$ cat src/rtl/disp_scan_pkg.sv
// Shared definitions for the multiplexed 7-segment display scanner:
// sequencer state encoding and active-low segment patterns (SEG[0]=a).
package disp_scan_pkg;

  typedef enum logic {
    ST_DRIVE = 1'b0,
    ST_GAP   = 1'b1
  } scan_state_e;

  localparam logic [6:0] SEG_BLANK = 7'h7F;

  localparam logic [6:0] SEG_HEX_0 = 7'h40;
  localparam logic [6:0] SEG_HEX_1 = 7'h79;
  localparam logic [6:0] SEG_HEX_2 = 7'h24;
  localparam logic [6:0] SEG_HEX_3 = 7'h30;
  localparam logic [6:0] SEG_HEX_4 = 7'h19;
  localparam logic [6:0] SEG_HEX_5 = 7'h12;
  localparam logic [6:0] SEG_HEX_6 = 7'h02;
  localparam logic [6:0] SEG_HEX_7 = 7'h78;
  localparam logic [6:0] SEG_HEX_8 = 7'h00;
  localparam logic [6:0] SEG_HEX_9 = 7'h10;
  localparam logic [6:0] SEG_HEX_A = 7'h08;
  localparam logic [6:0] SEG_HEX_B = 7'h03;
  localparam logic [6:0] SEG_HEX_C = 7'h46;
  localparam logic [6:0] SEG_HEX_D = 7'h21;
  localparam logic [6:0] SEG_HEX_E = 7'h06;
  localparam logic [6:0] SEG_HEX_F = 7'h0E;

endpackage

$ cat src/rtl/disp_scan_hex7seg.sv
// Combinational hex-to-7-segment decoder, active-low outputs, lower-case b and d.
module hex7seg
  import disp_scan_pkg::*;
(
  input  logic [3:0] nib_i,
  output logic [6:0] seg_o
);

  always_comb begin
    seg_o = SEG_BLANK;
    case (nib_i)
      4'h0: seg_o = SEG_HEX_0;
      4'h1: seg_o = SEG_HEX_1;
      4'h2: seg_o = SEG_HEX_2;
      4'h3: seg_o = SEG_HEX_3;
      4'h4: seg_o = SEG_HEX_4;
      4'h5: seg_o = SEG_HEX_5;
      4'h6: seg_o = SEG_HEX_6;
      4'h7: seg_o = SEG_HEX_7;
      4'h8: seg_o = SEG_HEX_8;
      4'h9: seg_o = SEG_HEX_9;
      4'hA: seg_o = SEG_HEX_A;
      4'hB: seg_o = SEG_HEX_B;
      4'hC: seg_o = SEG_HEX_C;
      4'hD: seg_o = SEG_HEX_D;
      4'hE: seg_o = SEG_HEX_E;
      4'hF: seg_o = SEG_HEX_F;
      default: seg_o = SEG_BLANK;
    endcase
  end

endmodule

$ cat src/rtl/disp_scan.sv
// Multiplexed 7-segment scanner: shadow registers, CE-driven DRIVE/GAP sequencer,
// leading-zero blanking and registered active-low digit/segment outputs.
//   state    | meaning
//   ST_DRIVE | digit [idx] enabled, decoded nibble on SEG
//   ST_GAP   | all digits dark, down-counting CE ticks before next digit
module disp_scan
  import disp_scan_pkg::*;
#(
  parameter int N_DIG     = 4,
  parameter int GAP_TICKS = 1
) (
  input  logic               CLK,
  input  logic               RST,
  input  logic               CE,
  input  logic               LOAD,
  input  logic [4*N_DIG-1:0] DAT_I,
  input  logic [N_DIG-1:0]   DP_I,
  input  logic               LZB_I,
  output logic [N_DIG-1:0]   AN,
  output logic [6:0]         SEG,
  output logic               DP
);

  localparam int IDX_W = (N_DIG > 1) ? $clog2(N_DIG) : 1;
  localparam logic [IDX_W-1:0] IDX_LAST = IDX_W'(N_DIG - 1);
  localparam logic [3:0] GAP_LOAD = (GAP_TICKS > 0) ? 4'(GAP_TICKS - 1) : 4'd0;

  scan_state_e        state_q, state_d;
  logic [IDX_W-1:0]   idx_q, idx_d, idx_nxt;
  logic [3:0]         gap_q, gap_d;
  logic [4*N_DIG-1:0] dat_q, dat_d;
  logic [N_DIG-1:0]   dpm_q, dpm_d;
  logic               lzb_q, lzb_d;
  logic [N_DIG-1:0]   an_q, an_d;
  logic [6:0]         seg_q, seg_d;
  logic               dp_q, dp_d;

  logic [3:0] nib_sel;
  logic       dp_sel;
  logic       blank_sel;
  logic       zero_run;
  logic [6:0] seg_hex;

  always_comb begin
    dat_d   = LOAD ? DAT_I : dat_q;
    dpm_d   = LOAD ? DP_I : dpm_q;
    lzb_d   = LOAD ? LZB_I : lzb_q;
    state_d = state_q;
    idx_d   = idx_q;
    gap_d   = gap_q;
    idx_nxt = (idx_q == IDX_LAST) ? '0 : idx_q + 1'b1;
    if (CE) begin
      case (state_q)
        ST_DRIVE: begin
          if (GAP_TICKS > 0) begin
            state_d = ST_GAP;
            gap_d   = GAP_LOAD;
          end else begin
            idx_d = idx_nxt;
          end
        end
        ST_GAP: begin
          if (gap_q == 4'd0) begin
            state_d = ST_DRIVE;
            idx_d   = idx_nxt;
          end else begin
            gap_d = gap_q - 4'd1;
          end
        end
        default: state_d = ST_DRIVE;
      endcase
    end
  end

  // Walk from the top digit down so zero_run means "this nibble and all above are zero".
  always_comb begin
    nib_sel   = 4'd0;
    dp_sel    = 1'b0;
    blank_sel = 1'b0;
    zero_run  = 1'b1;
    for (int k = N_DIG - 1; k >= 0; k--) begin
      zero_run = zero_run & (dat_d[4*k +: 4] == 4'd0);
      if (idx_d == IDX_W'(k)) begin
        nib_sel   = dat_d[4*k +: 4];
        dp_sel    = dpm_d[k];
        blank_sel = lzb_d & zero_run & (k != 0);
      end
    end
  end

  hex7seg u_hex7seg (
    .nib_i (nib_sel),
    .seg_o (seg_hex)
  );

  // Outputs are computed from next state so AN/SEG/DP move together one edge after CE.
  always_comb begin
    an_d  = '1;
    seg_d = SEG_BLANK;
    dp_d  = 1'b1;
    if (state_d == ST_DRIVE) begin
      for (int k = 0; k < N_DIG; k++) begin
        if (idx_d == IDX_W'(k)) an_d[k] = 1'b0;
      end
      seg_d = blank_sel ? SEG_BLANK : seg_hex;
      dp_d  = ~dp_sel;
    end
  end

  always_ff @(posedge CLK or negedge RST) begin
    if (!RST) begin
      state_q <= ST_DRIVE;
      idx_q   <= '0;
      gap_q   <= 4'd0;
      dat_q   <= '0;
      dpm_q   <= '0;
      lzb_q   <= 1'b0;
      an_q    <= '1;
      seg_q   <= SEG_BLANK;
      dp_q    <= 1'b1;
    end else begin
      state_q <= state_d;
      idx_q   <= idx_d;
      gap_q   <= gap_d;
      dat_q   <= dat_d;
      dpm_q   <= dpm_d;
      lzb_q   <= lzb_d;
      an_q    <= an_d;
      seg_q   <= seg_d;
      dp_q    <= dp_d;
    end
  end

  assign AN  = an_q;
  assign SEG = seg_q;
  assign DP  = dp_q;

endmodule

$ cat config.mk
export PLATFORM = sky130hd
export DESIGN_NAME = disp_scan
export DESIGN_NICKNAME = d
export VERILOG_FILES = /design/src/rtl/disp_scan_pkg.sv /design/src/rtl/disp_scan_hex7seg.sv /design/src/rtl/disp_scan.sv
export SDC_FILE = /design/constraint.sdc
export NUM_CORES = 1
export LEC_CHECK = 0
export BUFFER_PORTS_ARGS = -buffer_cell sky130_fd_sc_hd__buf_2
export CORE_ASPECT_RATIO = 1.2
export CORE_MARGIN = 2
export CORE_UTILIZATION = 40
export CTS_CLUSTER_SIZE = 14
export DETAILED_ROUTE_END_ITERATION = 16
export SLEW_MARGIN = 5
export SYNTH_ARGS = -nofsm -noshare
export SYNTH_HDL_FRONTEND = slang
export SYNTH_SLANG_ARGS = --single-unit
$ cat constraint.sdc
create_clock -name CLK -period 3.5 [get_ports CLK]
set_clock_uncertainty 0.15 [all_clocks]
set_input_delay 0.35 -clock CLK [delete_from_list [all_inputs] [get_ports CLK]]
set_output_delay 0.35 -clock CLK [all_outputs]
set_load 0.03 [all_outputs]
# Word-level counts from Yosys, hierarchy flattened
# Memory sizes are Yosys's and may differ from the RTL's.
# Index checks and enable logic that the tools add are counted.
[totals] ff_bits=40 romBits=112 inputBits=25 output_inout_bits=12 wordCells=62 memories=1
[mem_list] memory="(no name shown)" depth=16 word_bits=7 rd=1 rd_clocked_by_memory_dff=0 write_ports=0 line="disp_scan_hex7seg.sv:11" rtl="case (nib_i)"
[classes] n_addsub=2 eq_ne=5 muxes=32 n_bitwise=7 reduce_logical=6
[ops] operator="$mux 4" n=7
[ops] operator="$logic_not 4->1" n=4
[ops] operator="$mux 1" n=16
[ops] operator="$mux 16" n=1
[ops] operator="$mux 7" n=2
[ops] operator="$pmux 4 s2" n=1
[ops] operator="$eq 2x2->1 const B" n=3
[ops] operator="$mux 2" n=3
[ops] operator="$and 1x1->1" n=5
[ops] operator="$pmux 2 s2" n=1
[ops] operator="$sub 4x1->4 const B" n=1
[ops] operator="$add 2x1->2 const B" n=1
[ops] operator="$eq 2x1->1 const B" n=1
[ops] operator="$logic_not 2->1" n=1
[ops] operator="$ne 2x2->1 const B" n=1
[ops] operator="$not 1->1" n=2
[ops] operator="$pmux 1 s2" n=1
[ops] operator="$reduce_and 2->1" n=1

# Logic depth before layout (Yosys ltp)
# An unclocked memory read counts as a cell.
[depth] word_depth=13 mapped_depth=13 mapped_depth_nobuf=12

# Cells and area by module
# Synthesis repeated with hierarchy kept, for this count alone.
[hier_totals] cells_unflattened=224 area_unflattened_um2=2248.4
[by_module_without_submodules] module="disp_scan" n_inst=1 cells_per_inst=189 area_each_um2=1976.9 seq_area_each_um2=1016.0
[by_module_without_submodules] module="hex7seg" n_inst=1 cells_per_inst=35 area_each_um2=271.5 seq_area_each_um2=0.0

# Worst setup path after synthesis
# No wires, ideal clock.
[synth_timing] kind="in2reg" from="input port LOAD" to="register seg_q[0], in the netlist SEG[0]" setup_time_ns=0.085 arrival_time_ns=2.436 t_required_ns=3.265 path_slack_ns=0.829 path_stages=10 path_buffers=3 cell_sequence="buf_2 buf_4 buf_2 mux2_2 o221ai_1 inv_1 ha_1 or3_1 o221ai_1 nand2_1"
[synth_between] word_cells_on_any_way=21 cone_classes="mux (12); bitwise (5); reduce/logical (3); memory (1)"
[synth_lines] element="from (decl)" line="disp_scan.sv:15" rtl="input logic LOAD,"
[synth_lines] element="$mux 16" line="disp_scan.sv:45" rtl="dat_d = LOAD ? DAT_I : dat_q;"
[synth_lines] element="via dat_d[1]" line="disp_scan.sv:31" rtl="logic [4*N_DIG-1:0] dat_q, dat_d;"
[synth_lines] element="$mux 4" line="disp_scan.sv:83" rtl="if (idx_d == IDX_W'(k)) begin"
[synth_lines] element="$mem_v2 16x7"
[synth_lines] element="$mux 7" line="disp_scan.sv:105" rtl="seg_d = blank_sel ? SEG_BLANK : seg_hex;"
[synth_lines] element="$mux 7" line="disp_scan.sv:101" rtl="if (state_d == ST_DRIVE) begin"
[synth_lines] element="via seg_d[0]" line="disp_scan.sv:35" rtl="logic [6:0] seg_q, seg_d;"
[synth_lines] element="to (signal assigned)" line="disp_scan.sv:129" rtl="seg_q <= seg_d;"
[synth_lines] element="to (decl)" line="disp_scan.sv:35"
# The timed path passes the listed nets, and every way through them passes these cells.
# A chain may end at the register's enable or synchronous reset.

# Final worst setup path
[layout_timing] from="register idx_q[1]" to="register seg_q[0], in the netlist SEG[0]"
[layout_between] elab_chain_cells=13 word_cells_on_any_way=21 cone_classes="add/sub (1); eq/ne (4); mux (14); reduce/logical (1); memory (1)"
[layout_rtl] element="from (decl)" line="disp_scan.sv:29" rtl="logic [IDX_W-1:0] idx_q, idx_d, idx_nxt;"
[layout_rtl] element="from (signal assigned)" line="disp_scan.sv:123" rtl="idx_q <= idx_d;"
[layout_rtl] element="$add 2x1->2 or $eq 2x2->1 (tied branches)" line="disp_scan.sv:51" rtl="idx_nxt = (idx_q == IDX_LAST) ? '0 : idx_q + 1'b1;"
[layout_rtl] element="$mux 2" line="disp_scan.sv:51"
[layout_rtl] element="$mux 2" line="disp_scan.sv:63" rtl="if (gap_q == 4'd0) begin"
[layout_rtl] element="$pmux 2 s2" line="disp_scan.sv:53" rtl="case (state_q)"
[layout_rtl] element="$mux 2 *" line="disp_scan.sv:52" rtl="if (CE) begin"
[layout_rtl] element="$eq 2x2->1" line="disp_scan.sv:83"
[layout_rtl] element="$mux 4 (4 in a row)" line="disp_scan.sv:83"
[layout_rtl] element="$mem_v2 16x7"
[layout_rtl] element="$mux 7 *" line="disp_scan.sv:105"
[layout_rtl] element="$mux 7 *" line="disp_scan.sv:101"
[layout_rtl] element="via seg_d[0]" line="disp_scan.sv:35"
# The timed path passes the listed nets; every way through them passes the cells marked *.

==> flow_summary.ini <==
[run_status]
status = completed

[logic_synthesis]
synth.yosys.seq_area_share = 0.460
yosys_warnings = 0
synth_top_cell_area_share = 0.317
netlist_instances = 207
syn_nets = 240
yosysMostFrequentCell = dfrtp_1
synthFlopType = dfrtp_1
netlist_area_sq_mm = 0.00221
synthArstFlopShare = 1.00
synth_edf_count = 0
synth.avg_cell_area_sq_um = 10.7
ys_ff_latch = 40
synthTopCellsByArea = dfrtp_1 (32%), dfstp_2 (14%), mux2_2 (7.7%)
yosysTopAreaCell = dfrtp_1
synthDistinctLibCells = 49
ys_top_cells_by_count = dfrtp_1 (28), inv_1 (19), mux2_2 (15), mux2i_1 (15), nand2_1 (13)

[routing]
drc = 0
avgViaCountPerCell = 5.41
via_count = 1651
drtIter0Drc = 72
ant_nets = 0
first_pass_iters = 4
wire_per_inst_um = 14.6
routed_wirelength_mm = 4.44

[timing]
maxSlewHeadroom = 0.430
setup_viol = 0
rsz0062_at_grt = no
fin_crit_ps = 3050
final_hold_viol_count = 0
drv_slew = 0
finalCritPeriodShare = 0.871
tightest_slew_ps = 854
setup-tns-final_ps = 0
clock.fmax_mhz = 328

[place]
hpwl_mm = 3.39
port_buffers = 36
place_congestion = 0.854

[grt]
first_global_vias = 1700
antenna_found_initial = 0
grt_pass1_wl_mm = 7.88
grt_max_degree = 41
overflow = 0
track_usage = 0.165

[finish]
nets = 275
fin_util = 0.472
fillerInstances = 533
drive_above_1_share = 0.325
multi_input_area_sq_mm = 0.00106
regArea_sq_mm = 0.00102
synthToLayoutAreaGrowth_pct = 13.4
antenna_cells = 0

[worst_setup_path]
crit_family = adder cells
endpoint_kind = flop
path_cells = ha_1, nor2_1, mux2i_1, o221ai_1, inv_1, ha_1, or3_1, o221ai_1, nand2_1
critPathLaunchType = flop
crit_type = reg -> reg
cpMaxStageDelayCell = dfrtp_1
slowest_delay_ps = 580
critPathArrivalTime_ps = 3100
path_max_fanout = 13
required_ps = 3550
crit_buf_inv = 1

[clocking]
post_cts_buffers = 0
ctsResizeCount = 0
cts.sinks = 40
cts_root_buf = clkbuf_8
path_clk_slew_ps = 70
cts_buffer_depth = 2
ctsHoldBuffers = 0
cts_tree = yes
htreeDepth = 2
clock_latency_ps = 290
cts_buffers = 5

[floorplanning]
io_pins = 37
rows = 29
initial_core_util = 0.417
die_w_um = 71.8
chipHeight_um = 85.4
core-area_sq_mm = 0.00530
die-area_sq_mm = 0.00613

[worst_hold_path]
min_path_type = in -> async

[pwr]
p_leak_uw = 0.00113
power_density_mw_per_mm2 = 734
peakVddDrop_mv = 0.257

[flow_run]
maxCapViolCount = 0
==> cells by family (layout without fill, tap and decap cells) <==
| family | Yosys count | count (layout) | synth area share |
|---|---|---|---|
| XOR/XNOR | 1 | 1 | 0.00397 |
| buffers and inverters | 29 | 65 | 0.0590 |
| AO/OA/AOI/OAI | 47 | 47 | 0.156 |
| adder cells (fa/ha/maj) | 8 | 8 | 0.0454 |
| AND/OR/NAND/NOR | 51 | 51 | 0.121 |
| flip-flops | 40 | 40 | 0.460 |
| multiplexers | 31 | 31 | 0.155 |
==> path summary, 6_finish.rpt <==
| check | start | endpoint | slack (ps) | cells after the start |
|---|---|---|---|---|
| worst max-delay path | idx_q[1] | SEG[0] | 450 | 9 |
| worst min-delay path | RST | dat_q[10] | 20 | 1 |
| worst max register to register | idx_q[1] | SEG[0] | 450 | 9 |
| worst min register to register | dpm_q[1] | dpm_q[1] | 340 | 2 |
| max in group asynchronous | RST | dat_q[1] | 2640 | 1 |
| min in group CLK | DP_I[1] | dpm_q[1] | 150 | 3 |
==> flip-flops by register name, summed over array words and instances, names as in the netlist <==
signal   cells
SEG          7
state_q      1
gap_q        4
AN           4
idx_q        2
lzb_q        1
dpm_q        4
dat_q       16
DP           1
==> layout make-up <==
cell class	count	share of cell area
inverter	19	0.0285
multi-input combinational	138	0.424
clock buffer	7	0.0305
tap	62	0.0310
timing repair buffer	38	0.0780
clock inverter	1	0.00200
sequential	40	0.406
==> report_power, final <==
part / switching, uW / leakage (uW) / total [uW] / internal (uW)
clock: 147 / 0.0000422 / 287 / 140
sequential: 70.8 / 0.000453 / 628 / 557
combinational: 557 / 0.000630 / 922 / 365
total: 775 / 0.00113 / 1840 / 1060
==> stage by stage <==
step | cells | instance area [sq um] | worst slack, ps | hold WS (ps) | total power (uW)
2_1_floorplan | 207 | 2210 | 829 | -95.6 | 1360
3_3_place_gp | 297 | 2420 | 502 | 330 | 1550
3_5_place_dp | 297 | 2420 | 469 | 333 | 1550
4_1_cts | 305 | 2500 | 480 | 55.0 | 1850
5_1_grt | 305 | 2500 | 205 | 89.2 | 2000
6_report | 305 | 2500 | 452 | 17.6 | 1840
==> routing by layer <==
layer,up-vias,GRT usage,share of wire
li1,815,-,-
met1,802,0.200,0.44
met2,26,0.281,0.50
met3,8,0.0356,0.039
met4,0,0.0720,0.026
met5,-,0,0
==> placed cells by master (no fill, tap or decap), types with 2 or more instances in the layout <==
master and n:
buf_2 36, dfrtp_1 28, inv_1 19, mux2_2 15, mux2i_1 15, nand2_1 13
dfstp_2 12, nor2_1 12, a21oi_1 8, ha_1 8, o21ai_0 6, nor2b_1 5
o221ai_1 5, clkbuf_8 5, a211oi_1 4, o22ai_1 4, nand3_1 3, or3_1 3
a22oi_1 3, nor3_1 3, and3_1 2, nand3b_1 2, and2_1 2, nor3b_1 2
clkbuf_1 2, buf_4 2
Power figures use the tool's default switching activity.
